### src/rtl/victory_chain_stage_pkg.sv
// rtl/victory_chain_stage_pkg.sv - shared state type and winner-id field widths
package victory_chain_stage_pkg;

   typedef enum logic {SEARCH = 1'b0, FOUND = 1'b1} victory_state_t;

   localparam int SPURIOUS_BITS = 8;

   // A single-lane processor still carries a 1-bit lane field so decoders stay uniform
   function automatic int lane_bits(input int lanes);
      return (lanes > 1) ? $clog2(lanes) : 1;
   endfunction

   function automatic int win_bits(input int partition_bits, input int lanes, input int nonce_bits);
      return partition_bits + lane_bits(lanes) + nonce_bits;
   endfunction

endpackage

### src/rtl/victory_chain_stage_tag_pipe.sv
// rtl/victory_chain_stage_tag_pipe.sv - valid/nonce tag shift register with synchronous flush
module victory_tag_pipe #(
   parameter int DEPTH     = 4,
   parameter int NONCEBITS = 8
) (
   input  logic                 clk,
   input  logic                 rst,
   input  logic                 flush,
   input  logic                 in_valid,
   input  logic [NONCEBITS-1:0] in_nonce,
   output logic                 out_valid,
   output logic [NONCEBITS-1:0] out_nonce
);

   logic [DEPTH-1:0]                valid_q, valid_d;
   logic [DEPTH-1:0][NONCEBITS-1:0] nonce_q, nonce_d;

   // Stage 0 always takes the new item: work issued alongside a flush belongs to the new block
   always_comb begin
      valid_d    = valid_q;
      nonce_d    = nonce_q;
      valid_d[0] = in_valid;
      nonce_d[0] = in_nonce;
      for (int k = 1; k < DEPTH; k++) begin
         valid_d[k] = valid_q[k-1] & ~flush;
         nonce_d[k] = nonce_q[k-1];
      end
   end

   always_ff @(posedge clk) begin
      if (rst) begin
         valid_q <= '0;
         nonce_q <= '0;
      end else begin
         valid_q <= valid_d;
         nonce_q <= nonce_d;
      end
   end

   assign out_valid = valid_q[DEPTH-1];
   assign out_nonce = nonce_q[DEPTH-1];

endmodule

### src/rtl/victory_chain_stage.sv
// rtl/victory_chain_stage.sv - per-processor win capture and chain merge for LANES hash lanes
module victory_chain_stage
   import victory_chain_stage_pkg::*;
#(
   parameter int LANES           = 4,
   parameter int LATENCY         = 4,
   parameter int PARTITIONBITS   = 2,
   parameter int PROCESSORNUMBER = 0,
   parameter int NONCEBITS       = 8,
   parameter int WINBITS         = win_bits(PARTITIONBITS, LANES, NONCEBITS)
) (
   input  logic                     clk,
   input  logic                     rst,
   input  logic                     valid_i,
   input  logic                     newblock_i,
   input  logic [NONCEBITS-1:0]     nonce_i,
   input  logic [LANES-1:0]         lane_success_i,
   input  logic                     victory_i,
   input  logic [WINBITS-1:0]       winner_i,
   output logic                     valid_o,
   output logic                     newblock_o,
   output logic                     victory_o,
   output logic [WINBITS-1:0]       winner_o,
   output logic [SPURIOUS_BITS-1:0] spurious_o
);

   localparam int LANEBITS = lane_bits(LANES);

   logic                 tag_valid;
   logic [NONCEBITS-1:0] tag_nonce;
   logic                 hit;
   logic [LANEBITS-1:0]  lane_idx;

   victory_state_t            state_q, state_d;
   logic [WINBITS-1:0]        local_win_q, local_win_d;
   logic [SPURIOUS_BITS-1:0]  spurious_q, spurious_d;
   logic                      victory_q, victory_d;
   logic [WINBITS-1:0]        winner_q, winner_d;
   logic                      valid_q, valid_d;
   logic                      newblock_q, newblock_d;

   victory_tag_pipe #(
      .DEPTH     (LATENCY),
      .NONCEBITS (NONCEBITS)
   ) u_tag_pipe (
      .clk       (clk),
      .rst       (rst),
      .flush     (newblock_i),
      .in_valid  (valid_i),
      .in_nonce  (nonce_i),
      .out_valid (tag_valid),
      .out_nonce (tag_nonce)
   );

   assign hit = |lane_success_i;

   // Descending scan so the lowest set lane is the last assignment
   always_comb begin
      lane_idx = '0;
      for (int i = LANES - 1; i >= 0; i--) begin
         if (lane_success_i[i]) lane_idx = LANEBITS'(i);
      end
   end

   always_comb begin
      state_d     = state_q;
      local_win_d = local_win_q;
      spurious_d  = spurious_q;
      if (newblock_i) begin
         state_d     = SEARCH;
         local_win_d = '0;
      end else if (state_q == SEARCH && tag_valid && hit) begin
         state_d     = FOUND;
         local_win_d = {PARTITIONBITS'(PROCESSORNUMBER), lane_idx, tag_nonce};
      end
      if (hit && !tag_valid && spurious_q != '1) spurious_d = spurious_q + 1'b1;

      // Upstream processors outrank the local win
      victory_d  = victory_i | (state_q == FOUND);
      winner_d   = victory_i ? winner_i : ((state_q == FOUND) ? local_win_q : '0);
      valid_d    = valid_i;
      newblock_d = newblock_i;
   end

   always_ff @(posedge clk) begin
      if (rst) begin
         state_q     <= SEARCH;
         local_win_q <= '0;
         spurious_q  <= '0;
         victory_q   <= 1'b0;
         winner_q    <= '0;
         valid_q     <= 1'b0;
         newblock_q  <= 1'b0;
      end else begin
         state_q     <= state_d;
         local_win_q <= local_win_d;
         spurious_q  <= spurious_d;
         victory_q   <= victory_d;
         winner_q    <= winner_d;
         valid_q     <= valid_d;
         newblock_q  <= newblock_d;
      end
   end

   assign valid_o    = valid_q;
   assign newblock_o = newblock_q;
   assign victory_o  = victory_q;
   assign winner_o   = winner_q;
   assign spurious_o = spurious_q;

endmodule

### config.mk
export PLATFORM = sky130hd
export DESIGN_NAME = victory_chain_stage
export DESIGN_NICKNAME = d
export VERILOG_FILES = /design/src/rtl/victory_chain_stage_pkg.sv /design/src/rtl/victory_chain_stage_tag_pipe.sv /design/src/rtl/victory_chain_stage.sv
export SDC_FILE = /design/constraint.sdc
export NUM_CORES = 1
export LEC_CHECK = 0
export BUFFER_PORTS_ARGS = -buffer_cell sky130_fd_sc_hd__buf_2
export CAP_MARGIN = 30
export CORE_MARGIN = 4
export CORE_UTILIZATION = 57
export CTS_CLUSTER_SIZE = 28
export DETAILED_ROUTE_END_ITERATION = 6
export PLACE_DENSITY_LB_ADDON = 0.12
export SLEW_MARGIN = 5
export SYNTH_ARGS = -nofsm -noshare
export SYNTH_HDL_FRONTEND = slang
export SYNTH_HIERARCHICAL = 1
export SYNTH_SLANG_ARGS = --single-unit
### constraint.sdc
create_clock -name clk -period 2.55 [get_ports clk]
set_input_delay 0.255 -clock clk [delete_from_list [all_inputs] [get_ports clk]]
set_output_delay 0.255 -clock clk [all_outputs]
set_load 0.05 [all_outputs]
==> run summary <==
RSZ-0062 raised after global routing - no
dominant synthesized flop cell - dfxtp_1
Post-DP HPWL - 2780 um
CTS HTree Levels - 3
number of flops mapped to enable cells by yosys - 0
cts repair resizes - 0
DRT Wirelength - 3900 um
Fin Hold WS - 0.127 ns
initial antenna violation count - 0
share of cells above drive strength 1 - 0.296
Crit Path Class - register to register
synthesized area per cell - 10.2 sq um
worst slew pin tran - 0.547 ns
Critical Path Source Type - register
antenna diode count - 0
WP data required - 2.77 ns
Crit. End Element - register
maximum clock path buffer count - 2
Final Hold Vio Count - 0
most frequent cell after synthesis - dfxtp_1
Critical Path Max Stage Delay - 0.48 ns
origin of the worst setup path - spurious_o[0]$_SDFFE_PP0P_
global placer's final weighted congestion - 0.750
Num Clock Sinks - 70
f_max - 607 MHz
Max rail drop VDD - 0.517 mV
area grow syn2layout - 19.4%
TritonCTS clock tree - yes
synthesized cell area - 0.00239 sq mm
PortBufs - 51
Vert. Die Dim - 72.7 um
Clock Pin Slew Worst Setup and Hold Paths - 0.07 ns
maximum fanout along the worst path - 5
Synth top area share - 0.587
filler cell count - 322
initial core utilization - 0.592
met2 Usage GRT - 0.247
Clk Latency, worst-skew pair - 0.33 ns
Die Wd - 72.7 um
top cell type by total area after synthesis - dfxtp_1
I/O pin total - 52
die area - 0.00529 sq mm
hold crit path type - input port to register
Vias - 1701
Power Total - 2.13 mW
status - finished clean
Final Cycle Share - 0.646
Antenna Violating Nets Remaining - 0
total grt overflow - 0
nets@finish - 319
first-pass GRT wire length - 6770 um
register area share after synthesis - 0.587
syn_nets - 265
drt drc - 0
fin crit period - 1.65 ns
Worst Skew - 0.00487 ns
CTS Buf Count - 9
total of warnings raised by yosys - 6
Lkg Pwr - 1.21 nW
area of the multi-input gates - 898 sq um
reg2reg setup slack - 0.90 ns
count of final setup violators - 0
GRT Overall Usage - 0.168
Power Density - 748 mW/mm^2
min-delay src - nonce_i[6]
flops & latches, synth - 70
hold_buf cts - 0
global routing usage on met3 - 0.0537
DRT Pass-1 Iters - 4
drt wl/cell - 11.3 um
Core ar. - 0.00403 sq mm
Post-CTS Setup Bufs - 0
number of global-route vias before repair - 1563
Crit-path slowest cell - a2111oi_2
pin count of the biggest net entering global routing - 27
register area - 0.00140 sq mm
top cells by area, synth - dfxtp_1, nor2b_1, nor2_1
final setup TNS - 0 ns
grt peak-use layer - met2
row cnt - 23
commonest cells in the synthesized netlist - dfxtp_1, nor2_1, nor2b_1
reg-to-reg critical path startpoint - spurious_o[0]$_SDFFE_PP0P_
crit-path cells - ha_1, and3_4, a2111oi_2, a21o_1, a21oi_1
initial drt markers - 52
global-route track usage on met1 - 0.209
slew margin rel. - 0.634
Worst EP arrival - 1.86 ns
CTS root buf - clkbuf_8
asr flop ratio synth - 0
total of max-cap violations - 0
Vias/cell - 4.94
Cells after Synth - 235
Cell variety after synth - 36
fin. max-slew vios - 0
placed cells by master, fill, tap and decap left out, drive strengths merged, types with 2 or more instances in the layout:
cell and instances:
nor2b 29, nor2 30, and2b 6, nor3 2
inv 5, and3b 2, buf 54, or2 2
a21oi 21, nor4 2, nand2b 2, clkbuf 10
dfxtp 70, nand2 17, clkinvlp 3, mux2i 3
xnor2 3, o21ai 9, a2111oi 2, and3 2
nand3 4, nor3b 3, clkinv 2
routing by layer:
metal | vias to the layer above | share of wire
met1 | 759 | 0.46
met4 | 0 | 0.024
met5 | - | 0
met2 | 56 | 0.43
li1 | 878 | -
met3 | 8 | 0.082
worst paths after layout:
| path | cells after the start | end |
|---|---|---|
| min | 2 | u_tag_pipe/nonce_d[14]$_SDFF_PP0_ |
| min reg2reg | 1 | u_tag_pipe/out_nonce[2]$_SDFF_PP0_ |
| max reg2reg | 5 | spurious_o[5]$_SDFFE_PP0P_ |
| max | 5 | spurious_o[5]$_SDFFE_PP0P_ |
power by group:
part           switching, mW  leakage, nW  internal [mW]
registers             0.0114        0.572           1.13
logic                  0.105        0.552         0.0564
clock network          0.385       0.0883          0.448
total                  0.501         1.21           1.63
worst max-delay path: cells and delay by family, from the launching register on:
kind / cells / cell delay [ns]
simple gates: 1 / 0.22
flops: 1 / 0.34
fa+ha+maj: 1 / 0.26
compound gates: 3 / 0.72
stage by stage:
step / instances / setup slack (ns) / instance area, sq um / util
2_1_floorplan: 235 / 0.727 / 2390 / -
3_3_place_gp: 328 / 0.934 / 2660 / 0.660
3_5_place_dp: 328 / 0.911 / 2660 / 0.660
4_1_cts: 344 / 0.894 / 2850 / 0.707
6_report: 344 / 0.903 / 2850 / 0.707
5_1_grt: 344 / 0.712 / 2850 / 0.707
state kept, by name (all words and copies together) (netlist names):
register,count
u_tag_pipe/out_nonce,8
u_tag_pipe/nonce_d,24
spurious_o,8
newblock_o,1
local_win_q,10
state_q,1
valid_o,1
u_tag_pipe/valid_q,4
winner_o,12
victory_o,1
layout make-up:
class	instances	share of cell area
Sequential cell	70	0.492
Clock buffer	10	0.0448
Timing Repair Buffer	54	0.0975
Tap cell	50	0.0220
Inverter	5	0.00659
Clock inverter	6	0.0220
Multi-Input combinational cell	149	0.315
cell families (layout without fill, tap and decap cells):
family,count (synthesis),count (layout),share of synthesized area
AO/OA/AOI/OAI,37,37,0.0933
XOR/XNOR,3,3,0.0110
adder cells (fa/ha/maj),1,1,0.00524
buffers and inverters,16,75,0.0362
flip-flops,70,70,0.587
multiplexers,3,3,0.0126
AND/OR/NAND/NOR,105,105,0.254
Power figures use the tool's default switching activity.
